===== src/rtl/i2c_exp_arb_pkg.sv =====
// Shared types and defaults for the I2C expander register-access arbiter.
package i2c_exp_arb_pkg;

    typedef enum logic [1:0] {
        ST_IDLE,
        ST_ISSUE,
        ST_DONE,
        ST_GAP
    } arb_state_t;

    localparam int N_REQ_DEF   = 4;
    localparam int TIMEOUT_DEF = 200_000;

    typedef struct packed {
        logic       wr;
        logic [7:0] addr;
        logic [7:0] wdata;
    } arb_op_t;

endpackage


===== src/rtl/i2c_exp_rr_pick.sv =====
// Round-robin winner selection: the first pending requester after last_grant,
// wrapping modulo N_REQ.
module i2c_exp_rr_pick
    import i2c_exp_arb_pkg::*;
#(
    parameter int N_REQ = N_REQ_DEF,
    parameter int IDW   = $clog2(N_REQ)
) (
    input  logic [N_REQ-1:0] pending,
    input  logic [IDW-1:0]   last_grant,
    output logic             valid,
    output logic [IDW-1:0]   idx
);

    logic [IDW:0] cand;

    // Scan from the farthest candidate to the nearest so the nearest pending one wins.
    always_comb begin
        valid = 1'b0;
        idx   = '0;
        cand  = '0;
        for (int k = N_REQ; k >= 1; k--) begin
            cand = {1'b0, last_grant} + (IDW+1)'(k);
            if (cand >= (IDW+1)'(N_REQ)) begin
                cand = cand - (IDW+1)'(N_REQ);
            end
            if (pending[cand[IDW-1:0]]) begin
                valid = 1'b1;
                idx   = cand[IDW-1:0];
            end
        end
    end

endmodule


===== src/rtl/i2c_expander_arbiter.sv =====
// Round-robin arbiter sharing one I2C expander register port among N_REQ requesters.
// Optional grant watchdog enabled by defining I2C_EXP_ARB_TIMEOUT_EN.
module i2c_expander_arbiter
    import i2c_exp_arb_pkg::*;
#(
    parameter int N_REQ = N_REQ_DEF
`ifdef I2C_EXP_ARB_TIMEOUT_EN
    , parameter int TIMEOUT_CYCLES = TIMEOUT_DEF
`endif
) (
    input  logic                     clk,
    input  logic                     rst_n,
    input  logic [N_REQ-1:0]         req_wr,
    input  logic [N_REQ-1:0]         req_rd,
    input  logic [N_REQ-1:0][7:0]    req_addr,
    input  logic [N_REQ-1:0][7:0]    req_wdata,
    output logic [N_REQ-1:0]         req_done,
    output logic [N_REQ-1:0]         req_err,
    output logic [7:0]               req_rdata,
    output logic [$clog2(N_REQ)-1:0] grant_id,
    output logic                     busy,
    output logic                     wr_reg_rq,
    output logic                     rd_reg_rq,
    output logic [7:0]               reg_addr,
    output logic [7:0]               reg_write_data,
    input  logic [7:0]               reg_read_data,
    input  logic                     reg_action_done
);

    localparam int IDW = $clog2(N_REQ);

    arb_state_t       state, state_next;
    logic [IDW-1:0]   last_grant;
    arb_op_t          op;
    logic [N_REQ-1:0] pending;
    logic             pick_valid;
    logic [IDW-1:0]   pick_idx;
    logic [N_REQ-1:0] owner_onehot;
    logic             timeout_hit;

    assign pending = req_wr | req_rd;

    i2c_exp_rr_pick #(
        .N_REQ (N_REQ),
        .IDW   (IDW)
    ) u_pick (
        .pending    (pending),
        .last_grant (last_grant),
        .valid      (pick_valid),
        .idx        (pick_idx)
    );

`ifdef I2C_EXP_ARB_TIMEOUT_EN
    logic [31:0] to_cnt;
    logic        to_flag;

    assign timeout_hit = (state == ST_ISSUE) && (to_cnt == 32'(TIMEOUT_CYCLES - 1));

    // Counter is held at zero outside ISSUE so every grant starts a fresh watchdog.
    always_ff @(posedge clk or negedge rst_n) begin
        if (!rst_n) begin
            to_cnt  <= '0;
            to_flag <= 1'b0;
        end else begin
            if (state != ST_ISSUE) begin
                to_cnt <= '0;
            end else begin
                to_cnt  <= to_cnt + 32'd1;
                to_flag <= timeout_hit && !reg_action_done;
            end
        end
    end
`else
    assign timeout_hit = 1'b0;
`endif

    always_ff @(posedge clk or negedge rst_n) begin
        if (!rst_n) begin
            state      <= ST_IDLE;
            last_grant <= IDW'(N_REQ - 1);
            grant_id   <= '0;
            op         <= '0;
            req_rdata  <= '0;
        end else begin
            state <= state_next;
            case (state)
                ST_IDLE: begin
                    if (pick_valid) begin
                        grant_id <= pick_idx;
                        op.wr    <= req_wr[pick_idx];
                        op.addr  <= req_addr[pick_idx];
                        op.wdata <= req_wdata[pick_idx];
                    end
                end
                ST_ISSUE: begin
                    if (reg_action_done) begin
                        if (!op.wr) begin
                            req_rdata <= reg_read_data;
                        end
                    end else if (timeout_hit) begin
                        req_rdata <= 8'hFF;
                    end
                end
                ST_DONE: last_grant <= grant_id;
                default: ;
            endcase
        end
    end

    // Downstream signals come only from the latched op, never from requester inputs.
    always_comb begin
        state_next     = state;
        busy           = (state != ST_IDLE);
        wr_reg_rq      = 1'b0;
        rd_reg_rq      = 1'b0;
        reg_addr       = '0;
        reg_write_data = '0;
        req_done       = '0;
        req_err        = '0;
        owner_onehot   = '0;
        owner_onehot[grant_id] = 1'b1;
        unique case (state)
            ST_IDLE: begin
                if (pick_valid) begin
                    state_next = ST_ISSUE;
                end
            end
            ST_ISSUE: begin
                wr_reg_rq      = op.wr;
                rd_reg_rq      = !op.wr;
                reg_addr       = op.addr;
                reg_write_data = op.wdata;
                if (reg_action_done || timeout_hit) begin
                    state_next = ST_DONE;
                end
            end
            ST_DONE: begin
                req_done   = owner_onehot;
`ifdef I2C_EXP_ARB_TIMEOUT_EN
                if (to_flag) begin
                    req_err = owner_onehot;
                end
`endif
                state_next = ST_GAP;
            end
            ST_GAP: state_next = ST_IDLE;
            default: state_next = ST_IDLE;
        endcase
    end

endmodule


===== config.mk =====
export PLATFORM = sky130hd
export DESIGN_NAME = i2c_expander_arbiter
export DESIGN_NICKNAME = d
export VERILOG_FILES = /design/src/rtl/i2c_exp_arb_pkg.sv /design/src/rtl/i2c_exp_rr_pick.sv /design/src/rtl/i2c_expander_arbiter.sv
export SDC_FILE = /design/constraint.sdc
export NUM_CORES = 1
export LEC_CHECK = 0
export BUFFER_PORTS_ARGS = -buffer_cell sky130_fd_sc_hd__buf_2
export CORE_UTILIZATION = 43
export DETAILED_ROUTE_END_ITERATION = 16
export PLACE_DENSITY_LB_ADDON = 0.08
export SYNTH_ARGS = -nofsm -noshare
export SYNTH_HDL_FRONTEND = slang
export SYNTH_HIERARCHICAL = 1
export SYNTH_SLANG_ARGS = --single-unit

===== constraint.sdc =====
create_clock -name clk -period 1.98 [get_ports clk]
set_clock_uncertainty 0.1 [all_clocks]
set_input_delay 0.099 -clock clk [delete_from_list [all_inputs] [get_ports clk]]
set_output_delay 0.099 -clock clk [all_outputs]
set_load 0.1 [all_outputs]

==> results of run 1 <==
==> power breakdown <==
| group | switching, mW | internal [mW] | total (mW) |
|---|---|---|---|
| Sequential | 0.205 | 0.972 | 1.18 |
| Clock | 0.223 | 0.272 | 0.495 |
| Combinational | 2.87 | 1.43 | 4.30 |
==> critical path, delay by kind of cell (launching register included) <==
| family | cells | cell delay, ns |
|---|---|---|
| flops | 1 | 0.38 |
| buf+inv | 2 | 0.48 |
| fa+ha+maj | 1 | 0.29 |
| simple gates | 1 | 0.21 |
==> cells by family after synthesis <==
group           count (synthesis)
compound gates                 24
buf+inv                        20
flops                          31
mux                            47
simple gates                   58
fa+ha+maj                       4
other cells                     1
==> registers in the layout (all words and copies together), names as in the netlist <==
name        flops
grant_id        2
last_grant      2
op             17
req_rdata       8
state           2
==> metrics by stage <==
step	instance area (sq um)	hold slack [ns]	utilization
floorplan	1978	-0.2966	-
global placement	2875	0.09315	0.6603
detailed placement	2875	0.08618	0.6603
CTS	3053	0.03175	0.7011
global route	3063	0.04765	0.7034
finish	3063	0.03248	0.7034
==> synthesized netlist by cell type, types with 2 or more instances <==
library cell	number	area, sq um
a21oi_1	2	10.01
and2_1	11	68.82
and2_2	6	45.04
buf_2	4	20.02
buf_4	8	60.06
dfrtp_1	29	725.7
dfstp_2	2	52.55
ha_1	4	50.05
inv_1	6	22.52
mux2_2	11	123.9
mux2i_1	36	360.4
nand2_1	22	82.58
nand2b_1	3	18.77
nor2_1	4	15.01
o221ai_1	17	148.9
or2_2	4	25.02
==> cell type report <==
class | count | area, sq um | area share
Clock buffer | 6 | 82.58 | 0.02696
Clock inverter | 1 | 5.005 | 0.001634
Inverter | 6 | 22.52 | 0.007353
Multi-Input combinational cell | 137 | 1094 | 0.3570
Sequential cell | 31 | 778.2 | 0.2541
Tap cell | 52 | 65.06 | 0.02124
Timing Repair Buffer | 130 | 1016 | 0.3317
==> routing by layer <==
| metal | vias to the layer above | share of wire | track usage | routed length [um] |
|---|---|---|---|---|
| li1 | 898 | - | - | - |
| met1 | 828 | 0.41 | 0.2293 | 1984 |
| met2 | 83 | 0.50 | 0.3657 | 2411 |
| met3 | 8 | 0.069 | 0.05669 | 332 |
| met4 | 0 | 0.015 | 0.08390 | 74 |
| met5 | - | 0 | 0 | 0 |
==> timing repair <==
item | CTS | global route
hold buffers | 9 | 0
resized for setup | 0 | 5
hold endpoints to repair | 37 | 0
setup endpoints to repair | 0 | 21
==> worst min-delay path by stage <==
stage | endpoint | slack, ns | cells past startpoint
CTS | op[14] | 0.03 | 3
finish | op[14] | 0.03 | 3
global route | op[14] | 0.05 | 3
detailed placement | state[0] | 0.09 | 1
global placement | op[2] | 0.09 | 1
floorplan | grant_id[0] | -0.30 | 0
==> impl_results.md, run 1 <==
* Post-Synth XOR/XNOR Area at 0
* Pwr dens at 1950 mW/mm^2
* Peak supply drop at 1.353 mV
* Vert. Die Dim at 69.27 um
* Clk slew on worst S/H paths at about 0.060 ns
* Slew Limit Headroom at 0.5367
* Commonest non-fill, non-tap cell in the layout: buf_2
* Routed WL at 4803 um
* Hold path startpoint: req_addr[14]
* FP Rows at 24
* Latest clock arrival within the worst-skew pair at 0.27 ns
* Compound-Gate Fraction of Synth Area at 0.1029
* Post-CTS setup buffers at 0
* Max-Cap Viols at 0
* Outcome: complete, no violations
* Final Critical Period at 1.836 ns
* Drt wl/cell at 13.23 um
* Last element of the critical path: req_done[0]
* First-pass GRT wire length at 7872 um
* Final #Nets at 398
* Vias in the first global route at roughly 1,800
* RSZ-0062 raised after global routing: no
* Dpl cells at 347
* Clock tree buffer depth at 2
* H-tree depth at 2
* Initial antenna violation count at 0
* Worst Hold Class: in -> reg
* Crit path kind: reg -> out
* Overall Global Routing Usage at 0.2053
* Synthesized area at 0.001946 sq mm
* Layout area overhead at 57.43%
* Adder-Cell Fraction of Synth Area at 0.02572
* Final HPWL DP at 3531 um
* Cell Chain, Critical Path: inv_1, ha_1, nor3b_4, clkbuf_4
* Clock sink total at 31
* Largest family of logic cells by synthesized area: multiplexers
* Io pins at 120
* FF+latch count, synth at 31
* Worst reg-to-reg path cell count at 4
* Antenna viol nets, final at 0
* Die area at 0.004798 sq mm
* CP endpoint kind: primary output
* Port Buf Inserts at roughly 120
* Routability Congestion at 0.7801
* CTS tree: done
* Seq/Total Area, Yosys at 0.4000
* Netlist cell types at 32
* Pleak at 1.551 nW
* Slew @ Worst Pin at 0.6949 ns
* Synth Area in Simple Gates at 0.1601
* Post-Layout Cell Count at 363
* Final hold vios at 0
* Diode count at 0
* Syn_area_per_cell at 10.52 sq um
* Die width at 69.27 um
* Final worst-path cycle share at 0.9274
* Worst setup SP type: flip-flop
* Initial DRC count at 86
* Crit path max fanout at 7
* CORE AREA at 0.004354 sq mm
* FF-to-FF End: op[16]
* Post-synth EDFFs at 0
* Drt pass-1 iters at 4
* Pin count of the biggest net entering global routing at 36
* Fin. max-slew vios at 0
* Root Buffer: clkbuf_8
* CTS buffer count at 5
* Total power at 5.972 mW
* Fill count at 325
* Leading cell types in the layout, fill and taps excluded: 93 x buf_2, 36 x mux2i_1, 29 x dfrtp_1
* R2R setup slack at ~0.15 ns
* CP Data Arrival Time at ~1.6 ns
* Vias per cell at 5.006
* Ys Warns at 6
* Setup WS pre-CTS at 0.01150 ns
* Primary FF master, synth: dfrtp_1
* Setup violators final at 0
* FFs w/ async S/R, synth at 1.000
* Vias at between 1,500 and 2,000
* Starting Density at 0.4468
* Setup_tns at 0 ns
* Worst path slowest cell: dfrtp_1
* Layout cells sized above 1 at 0.5177
* DRC viols at 0
* Syn Inst Count at 185
* CP peak stage delay at 0.38 ns
* Proportion of synthesized area in mux cells at 0.2489
* Setup crit start: state[0]
* Grt ovf at 0
* Worst reg2reg path startpoint: last_grant[1]
* Worst setup margin at 0.1437 ns
* Max Freq at 544.6 MHz
* Required time worst endpoint at roughly 1.8 ns
Note: power is estimated with default switching activity, not from simulation.
==> run 2, diff against run 1 <==
Settings changed: BUFFER_PORTS_ARGS -buffer_cell sky130_fd_sc_hd__buf_2 to -buffer_cell sky130_fd_sc_hd__buf_4.
==> run 2 against run 1 <==
Compared with the run above:
- non-clock buffer count is the same
- sequential cell count stayed put
- clock power rose by 30%
- sequential share of layout area shrank 0.31 points
- largest cell class unchanged
- global-route usage is 1.1 points higher
- critical endpoint is now op[7]
==> impl_results.md, run 2 (same netlist as run 1, synthesis figures left out) <==
* Worst reg-to-reg path cell count at 6 (was 4)
* Top reg by flops: op (unchanged)
* Final core utilization at 0.7121 (was 0.7034)
* Initial antenna violation count at 0 (unchanged)
* Met2 WL post-DR at 2616 um (was 2411 um)
* Crit path kind: reg -> reg (was reg -> out)
* Non-Filler Cell Area, Final at 0.003100 sq mm (was 0.003063 sq mm)
* Routed WL at 5092 um (was 4803 um)
* FF-to-FF End: op[7] (was op[16])
* Initial DRC count at 85 (was 86)
* Layout area overhead at 59.36% (was 57.43%)
* Hold-critical path depth at 3 (unchanged)
* Final hold vios at 0 (unchanged)
* Hold path startpoint: req_addr[4] (was req_addr[14])
* Layout cells sized above 1 at 0.5192 (was 0.5177)
* Port Buf Inserts at 115 (unchanged)
* Worst path slowest cell: dfstp_2 (was dfrtp_1)
* Die width at 69.27 um (unchanged)
* Drt wl/cell at 13.99 um (was 13.23 um)
* CP Data Arrival Time at 1.87 ns (was 1.64 ns)
* R2R setup slack at 0.14 ns (was 0.15 ns)
* Starting Density at 0.4468 (unchanged)
* Worst reg2reg path startpoint: last_grant[1] (unchanged)
* Pin count of the biggest net entering global routing at 32 (was 36)
* Top layer in use: met4 (unchanged)
* Root Buffer: clkbuf_8 (unchanged)
* CTS tree: done (unchanged)
* DRT met1 WL at 2043 um (was 1984 um)
* Vias in the first global route at 1,797 (was 1,810)
* Antenna viol nets, final at 0 (unchanged)
* Max Freq at 543.5 MHz (was 544.6 MHz)
* Setup violators final at 0 (unchanged)
* Buffers & Inverters on Critical Path at 1 (was 2)
* WHS Endpoint: op[12] (was op[14])
* Final #Nets at 398 (unchanged)
* Metal3 WL at 357 um (was 332 um)
* Max FFs per register at 17 (unchanged)
* RSZ-0062 raised after global routing: no (unchanged)
* Max-Cap Viols at 0 (unchanged)
* Clock sink total at 31 (unchanged)
* Final Critical Period at 1.840 ns (was 1.836 ns)
* Latest clock arrival within the worst-skew pair at 0.27 ns (about the same)
* Worst Hold Class: in -> reg (unchanged)
* Peak supply drop at 1.398 mV (was 1.353 mV)
* Dpl cell area at 0.002893 sq mm (was 0.002875 sq mm)
* Outcome: complete, no violations (unchanged)
* CP peak stage delay at 0.59 ns (was 0.38 ns)
* Overall Global Routing Usage at 0.2163 (was 0.2053)
* Fin. max-slew vios at 0 (unchanged)
* Vias per cell at 5.099 (was 5.006)
* Commonest non-fill, non-tap cell in the layout: buf_4 (was buf_2)
* Routability Congestion at 0.7598 (was 0.7801)
* H-tree depth at 2 (unchanged)
* Diode count at 0 (unchanged)
* Drt pass-1 iters at 4 (unchanged)
* DRC viols at 0 (unchanged)
* Worst setup SP type: flip-flop (unchanged)
* Grt ovf at 0 (unchanged)
* First-pass GRT wire length at 8376 um (was 7872 um)
* Vert. Die Dim at 69.27 um (unchanged)
* CTS buffer count at 5 (unchanged)
* Final worst-path cycle share at 0.9292 (was 0.9274)
* Vias at 1,856 (was 1,817)
* Biggest regs: op (17), req_rdata (8) (unchanged)
* Clock tree buffer depth at 2 (unchanged)
* Required time worst endpoint at 2.01 ns (was 1.78 ns)
* Io pins at 120 (unchanged)
* Total power at 5.927 mW (was 5.972 mW)
* CP endpoint kind: flip-flop (was primary output)
* Final HPWL DP at 3786 um (was 3531 um)
* CP delay by family, top: compound AO/OA/AOI/OAI gates (was buffers and inverters)
* Pwr dens at 1912 mW/mm^2 (was 1950 mW/mm^2)
* Crit path max fanout at 14 (was 7)
* Pleak at 1.593 nW (was 1.551 nW)
* Leading cell types in the layout, fill and taps excluded: 119 x buf_4, 36 x mux2i_1, 29 x dfrtp_1 (was 93 x buf_2, 36 x mux2i_1, 29 x dfrtp_1)
* Post-CTS setup buffers at 0 (unchanged)
* CORE AREA at 0.004354 sq mm (unchanged)
* Die area at 0.004798 sq mm (unchanged)
* FP Rows at 24 (unchanged)
* Cell Chain, Critical Path: a21oi_1, a31oi_1, a21oi_4, buf_4, mux2i_1, o221ai_1 (was inv_1, ha_1, nor3b_4, clkbuf_4)
* Clk slew on worst S/H paths at 0.07 ns (was 0.06 ns)
==> run 2: metrics by stage <==
step | setup slack (ns) | TNS [ns] | cells | hold slack [ns]
floorplan | -0.01619 | -0.01619 | 188 | -0.2966
global placement | 0.08792 | 0 | 347 | -0.04606
detailed placement | 0.02121 | 0 | 347 | -0.03968
CTS | 0.03129 | 0 | 364 | 0.03097
global route | 0.03985 | 0 | 364 | 0.04777
finish | 0.1401 | 0 | 364 | 0.03526
==> run 2: worst max-delay path by stage <==
stage,slack (ns),start,depth (start not counted),end
final,0.14,last_grant[1],6,op[7]
after global routing,0.04,last_grant[1],6,op[15]
after CTS,0.03,last_grant[1],5,op[7]
after detailed placement,0.02,req_rd[2],7,op[7]
after global placement,0.09,req_rd[2],7,op[0]
after floorplan,-0.02,grant_id[1],1,req_done[0]
==> run 2: what timing repair did <==
item,in CTS,in global routing
hold buffers,9,0
endpoints found under the setup margin,0,17
gates resized for setup,0,1
hold endpoints to repair,39,0
==> run 2: layer usage <==
metal,global-route usage,vias to the layer above
met1,0.2634,868
met3,0.05814,9
met2,0.3743,80
met4,0.06122,0
li1,-,899
met5,0,-
==> run 2: layout make-up <==
cell class / instances / area, sq um
flip-flops and latches: 31 / 778.2
clock inverters: 2 / 35.03
repair buffers: 130 / 1023
multi-input cells: 137 / 1094
well taps: 52 / 65.06
inverters: 6 / 22.52
fillers: 371 / 1254
clock buffers: 6 / 82.58
==> run 2: worst min-delay path, cell delays in order <==
cell and delay (ns):
buf_4 0.07, mux2i_1 0.05, o221ai_1 0.15
==> run 2: power by group <==
part / total [mW] / switching, mW / internal [mW]
Clock: 0.644 / 0.237 / 0.407
Sequential: 1.19 / 0.213 / 0.972
Combinational: 4.10 / 2.83 / 1.27
==> run 3, diff against run 2 <==
Settings changed: PLACE_DENSITY_LB_ADDON 0.08 to 0.05.
==> run 3 against run 2 <==
Compared with the run above:
- register-to-register slack is essentially flat
- global-route usage shrank 0.46 points
- clock power shrank 16%
- die area is the same
- fmax grew 0.78%
- first-iteration DRC count shrank 29%
- critical path type unchanged
- highest routed layer unchanged
==> impl_results.md, run 3 (same netlist as run 1, synthesis figures left out) <==
* Layout area overhead at 58.07% (was 59.36%)
* Starting Density at 0.4468 (unchanged)
* Port Buf Inserts at 115 (unchanged)
* Peak supply drop at 1.510 mV (was 1.398 mV)
* CTS buffer count at 5 (unchanged)
* RSZ-0062 raised after global routing: no (unchanged)
* Drt wl/cell at 13.43 um (was 13.99 um)
* Pwr dens at 1878 mW/mm^2 (was 1912 mW/mm^2)
* Clock sink total at 31 (unchanged)
* Routability Congestion at 0.7777 (was 0.7598)
* Fill count at 352 (was 371)
* Grt ovf at 0 (unchanged)
* Initial DRC count at 60 (was 85)
* Vert. Die Dim at 69.27 um (unchanged)
* Crit path kind: reg -> reg (unchanged)
* Final #Nets at 397 (was 398)
* Clock tree buffer depth at 2 (unchanged)
* Worst setup SP type: flip-flop (unchanged)
* First-pass GRT wire length at 8114 um (was 8376 um)
* Max Freq at 547.7 MHz (was 543.5 MHz)
* Antenna viol nets, final at 0 (unchanged)
* Worst Hold Class: in -> reg (unchanged)
* Leading cell types in the layout, fill and taps excluded: 118 x buf_4, 36 x mux2i_1, 29 x dfrtp_1 (was 119 x buf_4, 36 x mux2i_1, 29 x dfrtp_1)
* Clk slew on worst S/H paths at 0.06 ns (was 0.07 ns)
* Multi-input combinational cell area at 0.001094 sq mm (unchanged)
* Commonest non-fill, non-tap cell in the layout: buf_4 (unchanged)
* Dpl cell area at 0.002885 sq mm (was 0.002893 sq mm)
* Diode count at 0 (unchanged)
* Hold slack at 0.04069 ns (was 0.03526 ns)
* Setup_tns at 0 ns (unchanged)
* FP Rows at 24 (unchanged)
* Fin. max-slew vios at 0 (unchanged)
* Final HPWL DP at 3603 um (was 3786 um)
* Setup WS pre-CTS at 0.007008 ns (was 0.02121 ns)
* Outcome: complete, no violations (unchanged)
* Setup violators final at 0 (unchanged)
* CP endpoint kind: flip-flop (unchanged)
* Total power at 5.776 mW (was 5.927 mW)
* Max-Cap Viols at 0 (unchanged)
* CORE AREA at 0.004354 sq mm (unchanged)
* CP Data Arrival Time at 1.92 ns (was 1.87 ns)
* Post-CTS setup buffers at 0 (unchanged)
* Vias in the first global route at 1,807 (was 1,797)
* Max FFs per register at 17 (unchanged)
* Vias at 1,836 (was 1,856)
* H-tree depth at 2 (unchanged)
* Final worst-path cycle share at 0.9221 (was 0.9292)
* Biggest regs: op (17), req_rdata (8) (unchanged)
* Final hold vios at 0 (unchanged)
* CTS tree: done (unchanged)
* Top reg by flops: op (unchanged)
* Vias per cell at 5.058 (was 5.099)
* Pin count of the biggest net entering global routing at 36 (was 32)
* Io pins at 120 (unchanged)
* Pleak at 1.578 nW (was 1.593 nW)
* Initial antenna violation count at 0 (unchanged)
* Die area at 0.004798 sq mm (unchanged)
* Final Critical Period at 1.826 ns (was 1.840 ns)
* Overall Global Routing Usage at 0.2117 (was 0.2163)
* Routed WL at 4875 um (was 5092 um)
* Register Area at 778.2 sq um (unchanged)
* Latest clock arrival within the worst-skew pair at 0.27 ns (about the same)
* Root Buffer: clkbuf_8 (unchanged)
* Non-Filler Cell Area, Final at 0.003075 sq mm (was 0.003100 sq mm)
* Worst setup margin at 0.1543 ns (was 0.1401 ns)
* Die width at 69.27 um (unchanged)
* Drt pass-1 iters at 4 (unchanged)
* DRC viols at 0 (unchanged)
* Crit path max fanout at 17 (was 14)
* Layout cells sized above 1 at 0.5145 (was 0.5192)
* Required time worst endpoint at 2.07 ns (was 2.01 ns)
-- run 3: final cells by class --
cell class | instances | area share
timing repair buffer | 129 | 0.3303
tap | 52 | 0.02116
inverter | 6 | 0.007323
clock buffer | 8 | 0.03255
sequential | 31 | 0.2531
multi-input combinational | 137 | 0.3556
-- run 3: stage by stage --
stage / std cells / util
floorplan: 188 / -
global placement: 346 / 0.6626
detailed placement: 346 / 0.6626
CTS: 363 / 0.7063
global route: 363 / 0.7063
finish: 363 / 0.7063
-- run 3: worst max-delay path, stage by stage, from the launching register on --
cell      delay [ns]
dfstp_2         0.58
mux2i_1         0.24
o221ai_2        0.13
or2_2           0.46
o221ai_1        0.22
-- run 3: path summary, 6_finish.rpt --
path / start / end / slack [ns] / cells after the start
worst min register to register: op[7] / op[7] / 0.38 / 2
min in group asynchronous: rst_n / grant_id[1] / 0.20 / 2
max in group asynchronous: rst_n / last_grant[1] / 1.27 / 2
worst max-delay path: last_grant[1] / op[14] / 0.15 / 4
worst min-delay path: req_wdata[7] / op[7] / 0.04 / 3
worst max register to register: last_grant[1] / op[14] / 0.15 / 4
-- run 3: power by group --
part	leakage (nW)	switching (mW)	internal, mW
sequential	0.375	0.213	0.973
combinational	1.15	2.80	1.25
clock	0.0515	0.221	0.317
-- run 3: metal layers --
layer,vias to the layer above,global-route usage,part of all wire
met2,75,0.3808,0.52
li1,899,-,-
met4,0,0.06803,0.011
met1,857,0.2420,0.39
met3,5,0.05669,0.071
met5,-,0,0
-- run 3: timing repair --
action,4_1_cts,5_1_grt
endpoints found under the hold margin,39,0
endpoints found under the setup margin,0,17
hold buffers,9,0
gates resized for setup,0,1
